--- config.mk ---
export PLATFORM = sky130hd
export DESIGN_NAME = dual_pt_sram_param
export DESIGN_NICKNAME = d
export VERILOG_FILES = /design/src/rtl/dual_pt_sram_pkg.sv /design/src/rtl/dual_pt_sram_param_init_ctrl.sv /design/src/rtl/dual_pt_sram_param.sv
export SDC_FILE = /design/constraint.sdc
export NUM_CORES = 1
export LEC_CHECK = 0
export ABC_CLOCK_PERIOD_IN_PS = 4100
export CORE_ASPECT_RATIO = 0.9
export CORE_MARGIN = 2
export CORE_UTILIZATION = 55
export CTS_CLUSTER_DIAMETER = 40
export CTS_CLUSTER_SIZE = 20
export DETAILED_ROUTE_END_ITERATION = 10
export PLACE_DENSITY = 0.7
export SKIP_LAST_GASP = 1
export SYNTH_ARGS = -nofsm -noshare
export SYNTH_HDL_FRONTEND = slang
export SYNTH_SLANG_ARGS = --single-unit
--- constraint.sdc ---
create_clock -name clk -period 4.1 [get_ports clk]
set_input_delay 0.82 -clock clk [delete_from_list [all_inputs] [get_ports clk]]
set_output_delay 0.82 -clock clk [all_outputs]
set_load 0.01 [all_outputs]
--- src/rtl/dual_pt_sram_pkg.sv ---
// dual_pt_sram_pkg: shared types, constants and byte-lane merge helper for dual_pt_sram_param
//   state_t    : init-sweep controller states
//   RDW_*      : read-during-write policy encodings
//   byte_merge : lane-wise select of new vs old bytes, sized for the widest supported word
package dual_pt_sram_pkg;

   typedef enum logic {ST_INIT, ST_RUN} state_t;

   localparam int RDW_OLD = 0;
   localparam int RDW_NEW = 1;

   // Callers zero-extend narrower words into this width and cast the result back down.
   localparam int MAX_DW = 512;
   localparam int MAX_BE = MAX_DW / 8;

   function automatic logic [MAX_DW-1:0] byte_merge(
      input logic [MAX_DW-1:0] old_word,
      input logic [MAX_DW-1:0] new_word,
      input logic [MAX_BE-1:0] be
   );
      for (int i = 0; i < MAX_BE; i++)
         byte_merge[8*i +: 8] = be[i] ? new_word[8*i +: 8] : old_word[8*i +: 8];
   endfunction

endpackage

--- src/rtl/dual_pt_sram_param_init_ctrl.sv ---
// sram_init_ctrl: post-reset clear sweep, one word per clock, then parks in RUN
//   clk, rst_n : clock, async active-low reset
//   clr_en     : clear write strobe, high throughout INIT
//   clr_addr   : word being cleared this cycle
//   init_done  : registered, rises on the edge that clears word DEPTH-1
module sram_init_ctrl
   import dual_pt_sram_pkg::*;
#(
   parameter int DEPTH = 16,
   parameter int IW    = 4
)(
   input  logic          clk,
   input  logic          rst_n,
   output logic          clr_en,
   output logic [IW-1:0] clr_addr,
   output logic          init_done
);

   state_t        state;
   logic [IW-1:0] ptr;

   assign clr_en   = (state == ST_INIT);
   assign clr_addr = ptr;

   always_ff @(posedge clk or negedge rst_n) begin
      if (!rst_n) begin
         state     <= ST_INIT;
         ptr       <= '0;
         init_done <= 1'b0;
      end else begin
         case (state)
            ST_INIT: begin
               ptr <= ptr + IW'(1);
               if (ptr == IW'(DEPTH - 1)) begin
                  state     <= ST_RUN;
                  init_done <= 1'b1;
               end
            end
            default: state <= ST_RUN;
         endcase
      end
   end

endmodule

--- src/rtl/dual_pt_sram_param.sv ---
// dual_pt_sram_param: simple dual-port SRAM, byte-lane writes, 1/2-cycle read latency, self-clearing after reset
//   clk, rst_n       : clock, async active-low reset
//   wen/waddr/wdata  : write port; wbe selects which bytes of wdata land
//   ren/raddr        : read port, fully pipelined
//   rdata/rvalid     : registered read data and one-pulse-per-read strobe; rdata holds between reads
//   init_done        : high once the post-reset clear sweep has finished
module dual_pt_sram_param
   import dual_pt_sram_pkg::*;
#(
   parameter int DW       = 8,
   parameter int AW       = 4,
   parameter int DEPTH    = 16,
   parameter int RD_LAT   = 1,
   parameter int RDW_MODE = 0
)(
   input  logic            clk,
   input  logic            rst_n,
   input  logic            wen,
   input  logic [AW-1:0]   waddr,
   input  logic [DW-1:0]   wdata,
   input  logic [DW/8-1:0] wbe,
   input  logic            ren,
   input  logic [AW-1:0]   raddr,
   output logic [DW-1:0]   rdata,
   output logic            rvalid,
   output logic            init_done
);

   localparam int IW = (DEPTH > 1) ? $clog2(DEPTH) : 1;

   if (DW % 8 != 0 || DW < 8 || DW > MAX_DW) begin : g_bad_dw
      $error("dual_pt_sram_param: DW must be a non-zero multiple of 8 no wider than MAX_DW");
   end
   if (RD_LAT != 1 && RD_LAT != 2) begin : g_bad_lat
      $error("dual_pt_sram_param: RD_LAT must be 1 or 2");
   end
   if (DEPTH < 1 || DEPTH > 2**AW) begin : g_bad_depth
      $error("dual_pt_sram_param: DEPTH must be in 1..2**AW");
   end
   if (RDW_MODE != RDW_OLD && RDW_MODE != RDW_NEW) begin : g_bad_rdw
      $error("dual_pt_sram_param: RDW_MODE must be 0 or 1");
   end

   logic [DW-1:0] mem [DEPTH];
   logic          clr_en;
   logic [IW-1:0] clr_addr;
   logic          w_in, r_in, wr_ok, rd_ok;
   logic [DW-1:0] wr_word, rd_word;

   sram_init_ctrl #(.DEPTH(DEPTH), .IW(IW)) u_init (
      .clk       (clk),
      .rst_n     (rst_n),
      .clr_en    (clr_en),
      .clr_addr  (clr_addr),
      .init_done (init_done)
   );

   // Widened compare so DEPTH == 2**AW still fits.
   assign w_in    = {1'b0, waddr} < (AW+1)'(DEPTH);
   assign r_in    = {1'b0, raddr} < (AW+1)'(DEPTH);
   assign wr_ok   = init_done & wen & w_in;
   assign rd_ok   = init_done & ren;
   assign wr_word = DW'(byte_merge(MAX_DW'(mem[waddr[IW-1:0]]), MAX_DW'(wdata), MAX_BE'(wbe)));
   // Same-address collision in new-data mode forwards the merged write word; otherwise the
   // array read sees the pre-edge contents, which is exactly the old-data result.
   assign rd_word = !r_in ? '0
                  : (RDW_MODE == RDW_NEW && wr_ok && waddr == raddr) ? wr_word
                  : mem[raddr[IW-1:0]];

   // The clear sweep owns the write port during INIT; user writes are gated by init_done.
   always_ff @(posedge clk) begin
      if (clr_en)
         mem[clr_addr] <= '0;
      else if (wr_ok)
         mem[waddr[IW-1:0]] <= wr_word;
   end

   logic [DW-1:0] d1;
   logic          v1;

   always_ff @(posedge clk or negedge rst_n) begin
      if (!rst_n) begin
         d1 <= '0;
         v1 <= 1'b0;
      end else begin
         v1 <= rd_ok;
         if (rd_ok)
            d1 <= rd_word;
      end
   end

   if (RD_LAT == 2) begin : g_lat2
      logic [DW-1:0] d2;
      logic          v2;
      always_ff @(posedge clk or negedge rst_n) begin
         if (!rst_n) begin
            d2 <= '0;
            v2 <= 1'b0;
         end else begin
            v2 <= v1;
            if (v1)
               d2 <= d1;
         end
      end
      assign rdata  = d2;
      assign rvalid = v2;
   end else begin : g_lat1
      assign rdata  = d1;
      assign rvalid = v1;
   end

endmodule

* Word-level counts from Yosys, hierarchy flattened
Memories as Yosys holds them, arrays and structs flattened. A register that Yosys moved wholly into a read port is not among the register bits.
Index checks and enable logic that the tools add are counted.
** Word-level totals
- Flip-flop bits (word level) :: 7
- Memory bits (writable) :: 128
- Output and inout bits :: 10
- Logic and storage cells :: 25
- Memories :: 1
** Memories
- mem :: words 16, bits a word 8, rd ports 1, clocked after Yosys merged registers in 1, wr ports 1, RTL line dual_pt_sram_param.sv:44 : logic [DW-1:0] mem [DEPTH];
** Operators by class
- Add/sub/neg operators :: 1
- Eq/ne operators :: 2
- Multiplexer cells :: 10
- Bitwise operators :: 3
- Reduce and logical (&&, ||, !) cells :: 4
** Operators by type and width (count)
- 2-to-1 mux 8 bit :: 2
- OR reduction 8 bit :: 1
- 2-to-1 mux 1 bit :: 7
- adder 4 x 1 -> 4 bit, second input constant :: 1
- == test 4 bit, second input constant :: 1
- 2-to-1 mux 4 bit :: 1
- AND reduction 2 bit :: 2
- AND 1 bit :: 2
- logical NOT 1 bit :: 1
- != test 1 bit, second input constant :: 1
- inverter 1 bit :: 1

* Logic depth before layout (Yosys ltp)
- Depth after elaboration :: 7
- Depth in mapped cells :: 6

* By module
From an unflattened synthesis, not the netlist that was laid out.
** Unflattened totals
- Cell total of the unflattened synthesis :: 363
- Area, all modules :: 5829.3 um^2
** By module, submodules not included
- dual_pt_sram_param :: instances 1, cells an instance 346, area each 5591.6 um^2
- sram_init_ctrl :: instances 1, cells an instance 17, area each 237.7 um^2

* Worst setup path before layout
No wires, ideal clock.
- Path type :: input -> register
- Start :: in wbe
- End :: mem mem[13][0] (enable)
- Setup time :: 370 ps
- Arrival time :: 1719 ps
- Data required time :: 3730 ps
- Path slack :: 2011 ps
- Stages on the path :: 4
- Buffers on the path :: 1
- Cell sequence :: and4_1 buf_4 a32oi_2 nor2_1
** On the way
- Cells in the longest elaborated chain, start to end :: 4
** RTL lines
- start: declaration :: RTL line dual_pt_sram_param.sv:21 : input logic [DW/8-1:0] wbe,
- != test 1 bit (no line) (*)
- AND reduction 2 bit (no line) (*)
- OR reduction 8 bit (no line)
- 2-to-1 mux 4 bit (no line) or 2-to-1 mux 1 bit (tied branches)
- end: declaration :: RTL line dual_pt_sram_param.sv:44
Mark *: on every way between the ends. The rest lies on a longest branch, timed or not.

* Worst setup path in the final report
- Start :: in wbe
- End :: mem mem[12][1] (enable)
Same word-level chain as after synthesis.

==> out/qor.tcl <==
set qor(hold_viol_final) 0
set qor(cts.root.buffer_cell) {sky130_fd_sc_hd__clkbuf_16}
set qor(worst-setup-path-type) {in2reg}
set qor(syn_area_um2) 5790
set qor(netlist_instances) 366
set qor(remaining_drc_errors) 0
set qor(number_of_hold_buffers_added_after_cts) 0
set qor(drt_iter0_drc) 258
set qor(hold_start) {rdata[3]}
set qor(ys_seq_area_share_pct) 72.8
set qor(numCtsBuffers) 17
set qor(post_cts_resize_count) 0
set qor(via_per_inst) 5.83
set qor(synth_top_cell_area_share_pct) 66.3
set qor(critical_path.max_stage_delay_ns) 0.67
set qor(crit-reg2reg-launch) {u_init.state}
set qor(drt-pass1-iter-count) 5
set qor(setup_skew_ns) 0.0106
set qor(mean_cell_area_of_the_mapped_netlist_um2) 15.8
set qor(vdd_drop_max_mv) 0.282
set qor(synth.area.mux_share_pct) 11.3
set qor(timing.reg2reg.setup_slack_ns) 1.85
set qor(syn2layout_area_growth_pct) 15.7
set qor(timing.final.max_slew_violations) 0
set qor(global_route.usage.total_pct) 21.8
set qor(max_freq_mhz) 389
set qor(type_of_origin_of_the_critical_path) {input pin}
set qor(clock_tree.buffer_depth) 2
set qor(grt_antenna_before_repair) 0
set qor(critical_path.reg2reg.endpoint) {mem[5][2]}
set qor(grt_pass1_vias) 3128
set qor(die_height_um) 101
set qor(synth_compound_gate_area_share_pct) 4.28
set qor(synth-warning-count) 0
set qor(postRouteAntennaNets) 0
set qor(cp_max_fo) 8
set qor(worst_setup_hold_path_clk_slew_ns) 0.06
set qor(antennaDiodeCount) 0
set qor(cell_pwr_density_nw_per_um2) 478
set qor(fin_crit_ns) 2.57
set qor(number_of_distinct_library_cells_after_synthesis) 32
set qor(critPathCaptureType) {register}
set qor(post_synthesis_register_bit_count) 143
set qor(final_layout_size_suffix_gt1_share_pct) 9.64
set qor(setup_viol) 0
set qor(worst_slew_margin_rel_pct) 28.6
set qor(cts_htree_levels) 4
set qor(reg2regPathDepth) 4
set qor(critical_path.slowest_cell) {sky130_fd_sc_hd__nor2_1}
set qor(clock-sinks) 143
set qor(grt_setup_unrepaired) {no}
set qor(first_pass_grt_wire_length_um) 17800
set qor(hold_depth) 2
set qor(outcome) {complete, no violations}
set qor(crit_chain) {clkdlybuf4s50_1 -> nand4_4 -> nor3_1 -> a31oi_1 -> nor2_1}
set qor(core_region_area_um2) 10200
set qor(worst-endpoint-required_ns) 4.14
set qor(synth_fa_ha_area_share_pct) 0.216
set qor(global_route.overflow_total) 0
set qor(cap_violations) 0
set qor(power.static_leakage_uw) 0.00260
set qor(min-delay-path-class) {reg2reg}
set qor(avgRoutedWirePerCell_um) 21.4
set qor(placementRows) 35
set qor(die_x_um) 112
set qor(hpwl_um) 7500
set qor(post-synth-top-area-cell) {sky130_fd_sc_hd__edfxtp_1}
set qor(vias) 3172
set qor(synth-xor-area-share_pct) 0.454
set qor(top_post_synthesis_cells_by_area) {sky130_fd_sc_hd__edfxtp_1 66%, sky130_fd_sc_hd__mux2i_1 11%, sky130_fd_sc_hd__dfrtp_1 6.5%, sky130_fd_sc_hd__a22oi_1 2.5%, sky130_fd_sc_hd__nand2_1 1.9%}
set qor(design.die.area_um2) 11400
set qor(starting_density_pct) 56.5
set qor(pin_count_of_the_biggest_net_entering_global_routing) 65
set qor(design.portCount) 31
set qor(finalWirelength_um) 11700
set qor(synth_top_family_by_area) {multiplexers}
set qor(part_of_the_cycle_the_worst_path_needs_pct) 62.7
set qor(syn_nets) 388
set qor(power_uw) 3200
set qor(place.gp.congestion) 0.792
set qor(cp_data_arrival_time_ns) 2.61
set qor(cts_tree) {yes}
set qor(worst-slew-pin-transition_ns) 1.07
set qor(insertion_delay_ns) 0.41
set qor(post_route_setup_tns_ns) 0
set qor(cts_setup_buffers) 0
set qor(synth_simple_gate_area_share_pct) 8.40
set qor(timing.hold.worst_endpoint) {rdata[3]}
set qor(nNetsFinal) 424
set qor(io_buf_count) 30
==> cell usage after synthesis <==
cell / count
sky130_fd_sc_hd__a21oi_1: 8
sky130_fd_sc_hd__edfxtp_1: 128
sky130_fd_sc_hd__nor3_1: 4
sky130_fd_sc_hd__a31oi_2: 1
sky130_fd_sc_hd__nor3b_1: 2
sky130_fd_sc_hd__a22oi_1: 19
sky130_fd_sc_hd__nand2b_1: 1
sky130_fd_sc_hd__clkbuf_2: 1
sky130_fd_sc_hd__nor2b_1: 3
sky130_fd_sc_hd__buf_2: 6
sky130_fd_sc_hd__nand3_1: 21
sky130_fd_sc_hd__o21bai_1: 1
sky130_fd_sc_hd__buf_4: 4
sky130_fd_sc_hd__mux2i_1: 64
sky130_fd_sc_hd__buf_12: 1
sky130_fd_sc_hd__o32a_1: 1
sky130_fd_sc_hd__nand2_1: 30
sky130_fd_sc_hd__a32oi_2: 1
sky130_fd_sc_hd__nand4_1: 6
sky130_fd_sc_hd__buf_8: 1
sky130_fd_sc_hd__mux2_2: 1
sky130_fd_sc_hd__ha_1: 1
sky130_fd_sc_hd__and2_1: 9
sky130_fd_sc_hd__buf_6: 3
sky130_fd_sc_hd__nor2_2: 1
sky130_fd_sc_hd__inv_1: 4
sky130_fd_sc_hd__nand4_4: 1
sky130_fd_sc_hd__xnor2_1: 3
sky130_fd_sc_hd__nor2_1: 21
sky130_fd_sc_hd__and4_1: 1
sky130_fd_sc_hd__a31oi_1: 3
sky130_fd_sc_hd__dfrtp_1: 15
==> kinds of logic (layout without fill, tap and decap cells) <==
family          after synthesis  in the layout
buf+inv                      20             69
fa+ha+maj                     1              1
mux                          65             65
flops                       143            143
compound gates               34             34
xor+xnor                      3              3
simple gates                100            100
==> per-layer routing <==
layer	global-route usage, %	wire [um]	vias up
li1	-	-	1475
met1	31.9	5300	1525
met2	31.6	5130	159
met3	5.98	1030	13
met4	8.63	193	0
met5	0	0	-
==> critical path, delay by kind of cell <==
family / cells / cell delay, ns
AO/OA/AOI/OAI: 1 / 0.20
buffers and inverters: 1 / 0.53
AND/OR/NAND/NOR: 3 / 1.05
==> sequential cells by signal, summed over array words and instances, names as in the netlist <==
signal / cells
mem: 128
u_init.clr_addr: 4
u_init.state: 1
rvalid: 1
rdata: 8
u_init.init_done: 1
==> cell usage in the layout, fill, tap and decap left out, drive strengths merged <==
cell / netlist / layout
edfxtp: 128 / 128
mux2i: 64 / 64
nand2: 30 / 30
clkdlybuf4s50: 0 / 29
nor2: 22 / 22
nand3: 21 / 21
a22oi: 19 / 19
clkbuf: 1 / 19
dfrtp: 15 / 15
and2: 9 / 9
a21oi: 8 / 8
nand4: 7 / 7
clkinv: 0 / 6
clkinvlp: 0 / 5
inv: 4 / 5
nor3: 4 / 4
buf: 15 / 4
a31oi: 4 / 4
nor2b: 3 / 3
xnor2: 3 / 3
nor3b: 2 / 2
and4: 1 / 1
a32oi: 1 / 1
o32a: 1 / 1
nand2b: 1 / 1
mux2: 1 / 1
o21bai: 1 / 1
ha: 1 / 1
bufinv: 0 / 1
==> layout make-up <==
| type | instances | area [um2] |
|---|---|---|
| Clock buffer | 19 | 443 |
| Clock inverter | 13 | 118 |
| Fill cell | 720 | 3550 |
| Inverter | 4 | 15.0 |
| Multi-Input combinational cell | 203 | 1430 |
| Sequential cell | 143 | 4220 |
| Tap cell | 129 | 161 |
| Timing Repair Buffer | 33 | 320 |
==> where the power goes <==
part | switching [uW] | total [uW] | internal [uW]
clock network | 572 | 1420 | 850
logic | 102 | 176 | 73.6
registers | 5.97 | 1600 | 1600
total | 680 | 3200 | 2520
==> metrics by stage <==
stage / hold WS, ns / cell area, um2 / util (%) / cells / setup WS, ns
3_5_place_dp: 0.470 / 6140 / 59.9 / 512 / 1.10
6_report: 0.480 / 6700 / 65.4 / 544 / 1.53
3_3_place_gp: 0.464 / 6140 / 59.9 / 512 / 1.20
4_1_cts: 0.484 / 6700 / 65.4 / 544 / 1.55
5_1_grt: 0.522 / 6700 / 65.4 / 544 / 1.38
2_1_floorplan: 0.512 / 5790 / - / 366 / 2.01
==> worst max-delay path by stage <==
| stage | start | end | slack, ns |
|---|---|---|---|
| 6_report | wbe | mem[12][1] | 1.53 |
| 5_1_grt | wbe | mem[4][2] | 1.38 |
| 4_1_cts | wbe | mem[5][2] | 1.55 |
| 3_5_place_dp | wbe | mem[5][0] | 1.10 |
| 3_3_place_gp | wbe | mem[5][2] | 1.20 |
| 2_1_floorplan | wbe | mem[13][0] | 2.01 |
Power figures use the tool's default switching activity.
